### src/rtl/lsu_axi_pkg.sv
// Shared encodings for the load/store unit AXI4-Lite master: FSM states,
// RISC-V store/load type codes, AXI response codes and access-size helpers.
package lsu_axi_pkg;

    typedef enum logic [2:0] {
        S_IDLE    = 3'd0,
        S_WR      = 3'd1,
        S_WRESP   = 3'd2,
        S_RD_ADDR = 3'd3,
        S_RD_DATA = 3'd4,
        S_DONE    = 3'd5
    } state_t;

    typedef enum logic [1:0] {
        SZ_BYTE = 2'd0,
        SZ_HALF = 2'd1,
        SZ_WORD = 2'd2
    } size_t;

    localparam logic [1:0] ST_SB = 2'b00;
    localparam logic [1:0] ST_SH = 2'b01;
    localparam logic [1:0] ST_SW = 2'b10;

    localparam logic [2:0] LD_LB  = 3'b000;
    localparam logic [2:0] LD_LH  = 3'b001;
    localparam logic [2:0] LD_LW  = 3'b010;
    localparam logic [2:0] LD_LBU = 3'b100;
    localparam logic [2:0] LD_LHU = 3'b101;

    localparam logic [1:0] RESP_OKAY   = 2'b00;
    localparam logic [1:0] RESP_SLVERR = 2'b10;
    localparam logic [1:0] RESP_DECERR = 2'b11;

    // Unused encodings fall back to a full word access.
    function automatic size_t store_size(input logic [1:0] st);
        case (st)
            ST_SB:   return SZ_BYTE;
            ST_SH:   return SZ_HALF;
            default: return SZ_WORD;
        endcase
    endfunction

    function automatic size_t load_size(input logic [2:0] lt);
        case (lt[1:0])
            2'b00:   return SZ_BYTE;
            2'b01:   return SZ_HALF;
            default: return SZ_WORD;
        endcase
    endfunction

endpackage

### src/rtl/lsu_align.sv
// Purely combinational lane logic: store strobes and data replication,
// misalignment detect for a new request, and load byte/halfword extraction.
module lsu_align
    import lsu_axi_pkg::*;
(
    input  logic        i_is_store,
    input  logic [1:0]  i_req_addr_lo,
    input  logic [31:0] i_req_wdata,
    input  logic [1:0]  i_store_type,
    input  logic [2:0]  i_load_type,
    output logic [3:0]  o_wstrb,
    output logic [31:0] o_wdata,
    output logic        o_misaligned,
    input  logic [1:0]  i_rsp_addr_lo,
    input  logic [2:0]  i_rsp_load_type,
    input  logic [31:0] i_rdata,
    output logic [31:0] o_load_data
);

    size_t       w_req_size;
    logic [7:0]  w_byte;
    logic [15:0] w_half;

    always_comb begin
        w_req_size = i_is_store ? store_size(i_store_type) : load_size(i_load_type);
        case (w_req_size)
            SZ_HALF: o_misaligned = i_req_addr_lo[0];
            SZ_WORD: o_misaligned = (i_req_addr_lo != 2'b00);
            default: o_misaligned = 1'b0;
        endcase
    end

    always_comb begin
        case (store_size(i_store_type))
            SZ_BYTE: begin
                o_wstrb = 4'b0001 << i_req_addr_lo;
                o_wdata = {4{i_req_wdata[7:0]}};
            end
            SZ_HALF: begin
                o_wstrb = 4'b0011 << i_req_addr_lo;
                o_wdata = {2{i_req_wdata[15:0]}};
            end
            default: begin
                o_wstrb = 4'b1111;
                o_wdata = i_req_wdata;
            end
        endcase
    end

    always_comb begin
        w_byte = i_rdata[{i_rsp_addr_lo, 3'b000} +: 8];
        w_half = i_rsp_addr_lo[1] ? i_rdata[31:16] : i_rdata[15:0];
        case (i_rsp_load_type)
            LD_LB:   o_load_data = {{24{w_byte[7]}}, w_byte};
            LD_LBU:  o_load_data = {24'h0, w_byte};
            LD_LH:   o_load_data = {{16{w_half[15]}}, w_half};
            LD_LHU:  o_load_data = {16'h0, w_half};
            default: o_load_data = i_rdata;
        endcase
    end

endmodule

### src/rtl/lsu_axi_master.sv
// Memory-stage load/store unit: turns one pipeline access into a single
// AXI4-Lite read or write transaction and stalls the pipeline until it ends.
//
// state     | meaning
// S_IDLE    | waiting for a memory-stage request
// S_WR      | AW and/or W still outstanding
// S_WRESP   | waiting for the write response
// S_RD_ADDR | AR outstanding
// S_RD_DATA | waiting for read data
// S_DONE    | one-cycle completion pulse
module lsu_axi_master
    import lsu_axi_pkg::*;
(
    input  logic        clk,
    input  logic        rst,
    input  logic        req_valid,
    input  logic        mem_write,
    input  logic        mem_read,
    input  logic [31:0] addr,
    input  logic [31:0] wdata,
    input  logic [1:0]  store_type,
    input  logic [2:0]  load_type,
    output logic        stall,
    output logic        done,
    output logic [31:0] read_data,
    output logic        access_err,
    output logic [31:0] awaddr,
    output logic [2:0]  awprot,
    output logic        awvalid,
    input  logic        awready,
    output logic [31:0] wdata_o,
    output logic [3:0]  wstrb,
    output logic        wvalid,
    input  logic        wready,
    input  logic [1:0]  bresp,
    input  logic        bvalid,
    output logic        bready,
    output logic [31:0] araddr,
    output logic [2:0]  arprot,
    output logic        arvalid,
    input  logic        arready,
    input  logic [31:0] rdata,
    input  logic [1:0]  rresp,
    input  logic        rvalid,
    output logic        rready
);

    state_t      r_state;
    state_t      w_next;
    logic        r_live;
    logic [31:0] r_bus_addr;
    logic [31:0] r_wdata;
    logic [3:0]  r_wstrb;
    logic [1:0]  r_addr_lo;
    logic [2:0]  r_load_type;
    logic [31:0] r_read_data;
    logic        r_err;
    logic        r_awvalid;
    logic        r_wvalid;
    logic        r_arvalid;
    logic        r_bready;
    logic        r_rready;

    logic        w_req;
    logic        w_err_next;
    logic        w_start;
    logic        w_misaligned;
    logic [3:0]  w_wstrb_fmt;
    logic [31:0] w_wdata_fmt;
    logic [31:0] w_load_data;

    lsu_align u_align (
        .i_is_store      (mem_write),
        .i_req_addr_lo   (addr[1:0]),
        .i_req_wdata     (wdata),
        .i_store_type    (store_type),
        .i_load_type     (load_type),
        .o_wstrb         (w_wstrb_fmt),
        .o_wdata         (w_wdata_fmt),
        .o_misaligned    (w_misaligned),
        .i_rsp_addr_lo   (r_addr_lo),
        .i_rsp_load_type (r_load_type),
        .i_rdata         (rdata),
        .o_load_data     (w_load_data)
    );

    // r_live holds off requests until the first edge after reset release.
    assign w_req   = r_live & req_valid & (mem_write | mem_read);
    assign w_start = (r_state == S_IDLE) && (w_next == S_WR || w_next == S_RD_ADDR);

    always_comb begin
        w_next     = r_state;
        w_err_next = 1'b0;
        case (r_state)
            S_IDLE: begin
                if (w_req) begin
                    if (w_misaligned) begin
                        w_next     = S_DONE;
                        w_err_next = 1'b1;
                    end else if (mem_write) begin
                        w_next = S_WR;
                    end else begin
                        w_next = S_RD_ADDR;
                    end
                end
            end
            S_WR: begin
                if ((!r_awvalid || awready) && (!r_wvalid || wready))
                    w_next = S_WRESP;
            end
            S_WRESP: begin
                if (bvalid) begin
                    w_next     = S_DONE;
                    w_err_next = (bresp != RESP_OKAY);
                end
            end
            S_RD_ADDR: begin
                if (arready)
                    w_next = S_RD_DATA;
            end
            S_RD_DATA: begin
                if (rvalid) begin
                    w_next     = S_DONE;
                    w_err_next = (rresp != RESP_OKAY);
                end
            end
            S_DONE:  w_next = S_IDLE;
            default: w_next = S_IDLE;
        endcase
    end

    always_ff @(posedge clk or negedge rst) begin
        if (!rst) begin
            r_state <= S_IDLE;
            r_live  <= 1'b0;
        end else begin
            r_state <= w_next;
            r_live  <= 1'b1;
        end
    end

    always_ff @(posedge clk or negedge rst) begin
        if (!rst) begin
            r_bus_addr  <= '0;
            r_wdata     <= '0;
            r_wstrb     <= '0;
            r_addr_lo   <= '0;
            r_load_type <= '0;
            r_read_data <= '0;
            r_err       <= 1'b0;
            r_awvalid   <= 1'b0;
            r_wvalid    <= 1'b0;
            r_arvalid   <= 1'b0;
            r_bready    <= 1'b0;
            r_rready    <= 1'b0;
        end else begin
            if (w_start) begin
                r_bus_addr  <= {addr[31:2], 2'b00};
                r_addr_lo   <= addr[1:0];
                r_load_type <= load_type;
                if (mem_write) begin
                    r_wdata <= w_wdata_fmt;
                    r_wstrb <= w_wstrb_fmt;
                end
            end
            // Each write channel valid drops after its own handshake.
            if (r_state == S_IDLE) begin
                r_awvalid <= (w_next == S_WR);
                r_wvalid  <= (w_next == S_WR);
            end else if (r_state == S_WR && w_next == S_WR) begin
                r_awvalid <= r_awvalid & ~awready;
                r_wvalid  <= r_wvalid & ~wready;
            end else begin
                r_awvalid <= 1'b0;
                r_wvalid  <= 1'b0;
            end
            r_arvalid <= (w_next == S_RD_ADDR);
            r_bready  <= (w_next == S_WRESP);
            r_rready  <= (w_next == S_RD_DATA);
            r_err     <= w_err_next;
            if (r_state == S_RD_DATA && rvalid)
                r_read_data <= (rresp == RESP_OKAY) ? w_load_data : 32'h0;
        end
    end

    assign stall      = (r_state == S_IDLE) ? w_req : (r_state != S_DONE);
    assign done       = (r_state == S_DONE);
    assign access_err = r_err;
    assign read_data  = r_read_data;
    assign awaddr     = r_bus_addr;
    assign araddr     = r_bus_addr;
    assign awprot     = 3'b000;
    assign arprot     = 3'b000;
    assign awvalid    = r_awvalid;
    assign wvalid     = r_wvalid;
    assign wdata_o    = r_wdata;
    assign wstrb      = r_wstrb;
    assign arvalid    = r_arvalid;
    assign bready     = r_bready;
    assign rready     = r_rready;

endmodule

### config.mk
export PLATFORM = sky130hd
export DESIGN_NAME = lsu_axi_master
export DESIGN_NICKNAME = d
export VERILOG_FILES = /design/src/rtl/lsu_axi_pkg.sv /design/src/rtl/lsu_align.sv /design/src/rtl/lsu_axi_master.sv
export SDC_FILE = /design/constraint.sdc
export NUM_CORES = 1
export LEC_CHECK = 0
export CORE_MARGIN = 4
export CORE_UTILIZATION = 45
export CTS_CLUSTER_DIAMETER = 80
export DETAILED_ROUTE_END_ITERATION = 8
export DONT_BUFFER_PORTS = 1
export GPL_ROUTABILITY_DRIVEN = 0
export SYNTH_ARGS = -nofsm -noshare
export SYNTH_HDL_FRONTEND = slang
export SYNTH_HIERARCHICAL = 1
export SYNTH_SLANG_ARGS = --single-unit
### constraint.sdc
create_clock -name clk -period 2 [get_ports clk]
set_input_delay 0.1 -clock clk [delete_from_list [all_inputs] [get_ports clk]]
set_output_delay 0.1 -clock clk [all_outputs]
set_load 0.02 [all_outputs]
### Word level (Yosys, flattened, before mapping)

Index checks and enable logic that the tools add are counted.

| storage, ports and cells | value |
|---|---|
| flip-flop bits (word level) | 113 |
| input bits | 115 |

| cells by class | value |
|---|---|
| equality and inequality tests | 18 |
| shifts and indexed selects | 3 |
| mux-type cells | 27 |
| bitwise logic cells | 7 |
| reduce and logical (&&, ||, !) cells | 19 |

Operators with widths:

| kind | count |
|---|---|
| 32-bit case mux with 4 select lines | 1 |
| 32-bit case mux with 2 select lines | 1 |
| 32-bit two-way mux | 1 |
| 32-bit by 6-bit indexed part select with 8-bit output | 1 |
| 3-bit two-way mux | 6 |
| 16-bit two-way mux | 1 |
| 3-bit equality test (second input constant) | 5 |
| 3-bit case mux with 5 select lines | 1 |
| 3-bit by 2-bit equality test with 1-bit output (second input constant) | 4 |
| 3-bit by 1-bit equality test with 1-bit output (second input constant) | 3 |
| 1-bit two-way mux | 9 |
| 2-bit by 1-bit equality test with 1-bit output (second input constant) | 4 |
| 2-bit logical NOT | 4 |
| 2-bit case mux with 2 select lines | 2 |
| 4-bit case mux with 2 select lines | 1 |
| 3-bit logical NOT | 2 |
| 2-bit nonzero test | 3 |
| 1-bit AND | 4 |
| 1-bit logical AND | 4 |
| 2-bit two-way mux | 2 |
| 1-bit by 2-bit << shifter with 4-bit output (first input constant) | 1 |
| 2-bit by 2-bit << shifter with 4-bit output (first input constant) | 1 |
| 1-bit logical OR | 3 |
| 3-bit inequality test (second input constant) | 1 |
| other kinds (7) | 9 |

### Depth between registers and ports, before layout

| logic depth | value |
|---|---|
| depth in word-level cells | 12 |
| depth in mapped cells | 16 |
| mapped depth without buffers | 12 |

### Hierarchy

Netlist, hierarchy kept.

Modules (own cells, without submodules):

| module | instances | cells an instance | area an instance (sq um) | sequential area each (sq um) |
|---|---|---|---|---|
| lsu_axi_master | 1 | 389 | 4798.4 | 2827.7 |
| lsu_align | 1 | 190 | 1239.9 | 0.0 |

### Least setup slack after synthesis

No wires, ideal clock.

| timing | value |
|---|---|
| kind | input-to-reg |
| from | input port store_type[1] |
| to | register r_wdata[13] (netlist: wdata_o[13]) |
| library setup time | 125 ps |
| arrival | 2453 ps |
| data required time | 1875 ps |
| setup slack | -578 ps |
| stages on the path | 14 |
| path buffers | 5 |
| cells stage by stage | clkbuf_1 clkbuf_1 mux2_2 ha_1 o21ai_0 a21oi_1 inv_1 nor2_1 and4bb_1 buf_4 nand2_2 buf_6 buf_6 mux2_4 |

| between the ends | value |
|---|---|
| longest elaborated chain between the ends | 12 |

Ends and longest elaborated chain:

| what | line | source |
|---|---|---|
| start, declared | lsu_axi_master.sv:21 | `input logic [1:0] store_type,` |
| 2-bit by 1-bit equality test with 1-bit output or 2-bit logical NOT (tied branches) | lsu_axi_pkg.sv:36 | `case (st)` |
| 2-bit case mux with 2 select lines * | lsu_axi_pkg.sv:36 |  |
| 2-bit two-way mux * | lsu_align.sv:25 | `w_req_size = i_is_store ? store_size(i_store_type) : load_size(i_load_type);` |
| 2-bit equality test or 2-bit by 1-bit equality test with 1-bit output (tied branches) | lsu_align.sv:26 | `case (w_req_size)` |
| 1-bit case mux with 2 select lines * | lsu_align.sv:26 |  |
| named net w_misaligned | lsu_axi_master.sv:67 | `logic w_misaligned;` |
| 3-bit two-way mux * | lsu_axi_master.sv:97 | `if (w_misaligned) begin` |
| 3-bit two-way mux * | lsu_axi_master.sv:96 | `if (w_req) begin` |
| 3-bit case mux with 5 select lines * | lsu_axi_master.sv:94 | `case (r_state)` |
| 3-bit by 1-bit equality test with 1-bit output or 3-bit by 2-bit equality test with 1-bit output (tied branches) | lsu_axi_master.sv:89 | `assign w_start = (r_state == S_IDLE) && (w_next == S_WR \|\| w_next == S_RD_ADDR);` |
| 1-bit logical OR * | lsu_axi_master.sv:89 |  |
| 1-bit logical AND * | lsu_axi_master.sv:89 |  |
| 2-bit AND reduction (no source line) * | n/a |  |
| end signal, assigned | lsu_axi_master.sv:162 | `r_wdata <= w_wdata_fmt;` |
| end, declared | lsu_axi_master.sv:52 | `logic [31:0] r_wdata;` |

Mark *: on every way through the listed nets, which the timed path passes. The rest lies on a longest branch.
A chain may end at the register's enable or synchronous reset.

### Final worst setup path

| timing | value |
|---|---|
| from | register r_addr_lo[0] |
| to | register r_read_data[23] (netlist: read_data[23]) |

| between the ends | value |
|---|---|
| longest elaborated chain between the ends | 3 |

Ends and longest elaborated chain:

| what | line | source |
|---|---|---|
| start, declared | lsu_axi_master.sv:54 | `logic [1:0] r_addr_lo;` |
| start signal, assigned | lsu_axi_master.sv:159 | `r_addr_lo <= addr[1:0];` |
| 32-bit by 6-bit indexed part select with 8-bit output | lsu_align.sv:51 | `w_byte = i_rdata[{i_rsp_addr_lo, 3'b000} +: 8];` |
| 32-bit case mux with 4 select lines | lsu_align.sv:53 | `case (i_rsp_load_type)` |
| named net w_load_data[23] | lsu_axi_master.sv:70 | `logic [31:0] w_load_data;` |
| 32-bit two-way mux | lsu_axi_master.sv:182 | `r_read_data <= (rresp == RESP_OKAY) ? w_load_data : 32'h0;` |
| end signal, assigned | lsu_axi_master.sv:182 |  |
| end, declared | lsu_axi_master.sv:56 | `logic [31:0] r_read_data;` |

The timed path passes the listed nets, and every way through them passes these cells.

==> summary.md <==
| Metric | Value |
|---|---|
| Vias in the first global route | 4,631 |
| Diode count | 0 |
| Iteration-0 DRC Markers | 246 |
| Post-synth ARST share | 100% |
| Routed WL per cell | 19.0 um |
| Post-synth EDFFs | 0 |
| Num CTS Buffers | 17 |
| CTS tree | built |
| Violated checks | hold timing |
| Layout area overhead | 25.2% |
| Number of vias per cell | 5.28 |
| FP Rows | 42 |
| CP required | 2.26 ns |
| Multi-input gate area | 2680 um^2 |
| Core Area | 13,200 um^2 |
| Slew Limit Fails | 0 |
| Hpwl dp | 10.4 mm |
| Setup violators final | 0 |
| Max Used Layer | met4 |
| Area of the die | 15,300 um^2 |
| Crit Path Category | reg2reg |
| Tightest Pin Transition | 0.716 ns |
| Pin count of the biggest net entering global routing | 114 |
| Worst clock skew | 0.00790 ns |
| DIE HEIGHT | 124 um |
| Post-DRT Antenna Nets | 0 |
| # DRC | 0 |
| Worst-Skew Late Latency | 0.41 ns |
| Cell Area, Synth | 6040 um^2 |
| Hold slack | -0.606 ns |
| Period utilisation layout | 93.3% |
| Slew HR | 52.1% |
| Post-place setup slack | -0.166 ns |
| P per Cell Area | 1600 nW/um^2 |
| Seq/Total Area, Yosys | 46.8% |
| Hold Buf Count CTS | 101 |
| Count of different cell masters after synthesis | 44 |
| Crit path time final | 1.87 ns |
| Max Freq | 536 MHz |
| WL met3 | 1.62 mm |
| Postcts setup bufs | 0 |
| Gr usage total | 20.6% |
| VDD IR max | 0.939 mV |
| Register Area | 2830 um^2 |
| MaxCap Viol Count | 0 |
| Final worst slack | 0.133 ns |
| I/O Buffers | 0 |
| Filler instances | 1,133 |
| Top_reg_cell synth | dfrtp_1 |
| Clock sink count | 113 |
| Initial antenna violation count | 0 |
| DR WL met2 | 7.64 mm |
| WL met1 | 6.31 mm |
| First-pass GRT wire length | 24.1 mm |
| Post-route core utilization | 57.3% |
| Layout cells sized above 1 | 25.2% |
| Worst-path clk slew | 0.05 ns |
| Hold Crit Class | in2async |
| Number of synthesized register bits | 113 |
| Grt total ovfl | 0 |
| Post-Route WL | 15.9 mm |
| RSZ-0062 raised after global routing | false |
| Status | complete, but fails checks |
| Crit end category | register |
| IO Pins | 261 |
| Synth warn | 6 |
| Vias | 4,416 |
| Post-Syn Instances | 579 |
| Worst Path Max Fanout | 16 |
| Final hold viol count | 113 |
| 1st-pass router iterations | 4 |
| Starting density of the core | 45.8% |
| P_leak | 3.34 nW |
| Worst Path Arrival | 2.13 ns |
| Die W | 124 um |
| Nets@finish | 765 |
| Clock buffer depth | 2 |
| CTS root buf | clkbuf_16 |
| H-tree levels | 4 |
| Mean post-synth cell area | 10.4 um^2 |
| Tot Pwr | 12.1 mW |
| Worst setup SP type | register |
[worst max-delay path, stage by stage, from the launching register on]
cell and delay (ns):
dfrtp_1 0.47, mux2i_1 0.37, a2bb2oi_4 0.26, nor3b_4 0.25, buf_12 0.18, a21oi_1 0.05, nand2_1 0.07, o21ai_0 0.07
[power by group]
part	leakage [nW]	internal, mW	switching (mW)
Clock	0.257	1.66	0.983
Sequential	1.41	3.34	2.58
Combinational	1.68	1.91	1.65
[metal layers]
layer	vias to the layer above	GRT usage (%)
met3	24	7.95
li1	2053	-
met4	0	8.24
met5	-	0
met2	209	33.3
met1	2130	24.5
[final timing paths]
| path | slack [ns] | endpoint | start | cells past startpoint |
|---|---|---|---|---|
| max reg2reg | 0.13 | read_data[23] | r_addr_lo[0] | 7 |
| max in group asynchronous | 2.45 | wdata_o[25] | rst | 0 |
| max | 0.13 | read_data[23] | r_addr_lo[0] | 7 |
| min | -0.61 | wstrb[2] | rst | 0 |
| min reg2reg | 0.53 | r_addr_lo[1] | r_addr_lo[1] | 1 |
| min in group clk | 0.02 | wdata_o[25] | wdata[25] | 3 |
[flip-flops by register name, indices dropped and copies added, names as in the netlist, 2 cells and up]
register and count:
wdata_o 32, read_data 32, araddr 30, r_addr_lo 2, r_state 3, wstrb 4
r_load_type 3
[final cells by class]
type / count / area share, %
Inverter: 23 / 1.14
Tap cell: 176 / 2.91
Timing Repair Buffer: 123 / 16.2
Sequential cell: 113 / 37.4
Multi-Input combinational cell: 370 / 35.5
Clock inverter: 6 / 0.430
Clock buffer: 25 / 6.42
[what timing repair did]
item / 4_1_cts / 5_1_grt
endpoints found under the hold margin: 215 / 113
gates resized for setup: 0 / 3
setup endpoints to repair: 0 / 6
[kinds of logic after synthesis]
| family | share of synthesized area [%] |
|---|---|
| simple gates | 10.8 |
| flops | 46.8 |
| compound gates | 11.3 |
| buf+inv | 10.3 |
| mux | 20.2 |
| fa+ha+maj | 0.414 |
| other cells | 0.124 |
[per-stage QoR]
stage	TNS (ns)	cells	cell area [um^2]
after floorplan	-13.24	588	6160
after global placement	-2.18	704	6010
after detailed placement	-5.74	704	6010
after CTS	0	836	7540
after global routing	0	836	7560
final	0	836	7560
[cell usage in the layout, fill, tap and decap left out, drive strengths merged, types with 2 or more instances in the layout]
master / n
a221o: 5
clkbuf: 25
dlygate4sd3: 101
mux2i: 11
o211ai: 2
dfrtp: 113
conb: 11
o21ai: 62
nand3: 2
nor2: 16
nor3b: 3
a21oi: 27
nand2: 97
inv: 23
mux2: 92
ha: 2
nor2b: 6
nand4: 2
nand2b: 9
clkinv: 5
buf: 22
a22oi: 7
[cells in the mapped netlist (2+ instances only)]
cell type / n / area, um^2
a21oi_1: 17 / 85.1
a21oi_2: 10 / 87.6
a221o_1: 5 / 50.1
a22oi_1: 7 / 52.6
buf_2: 6 / 30.0
buf_4: 49 / 368
buf_6: 5 / 56.3
clkbuf_1: 22 / 82.6
conb_1: 2 / 7.51
dfrtp_1: 113 / 2830
ha_1: 2 / 25.0
inv_1: 23 / 86.3
mux2_2: 73 / 822
mux2_4: 19 / 285
mux2i_1: 11 / 110
nand2_1: 96 / 360
nand2b_1: 9 / 56.3
nand3_1: 2 / 10.0
nand4_1: 2 / 12.5
nor2_1: 16 / 60.1
nor2b_1: 6 / 37.5
nor3b_1: 2 / 15.0
o21ai_0: 61 / 305
(Power assumes the default switching activity.)
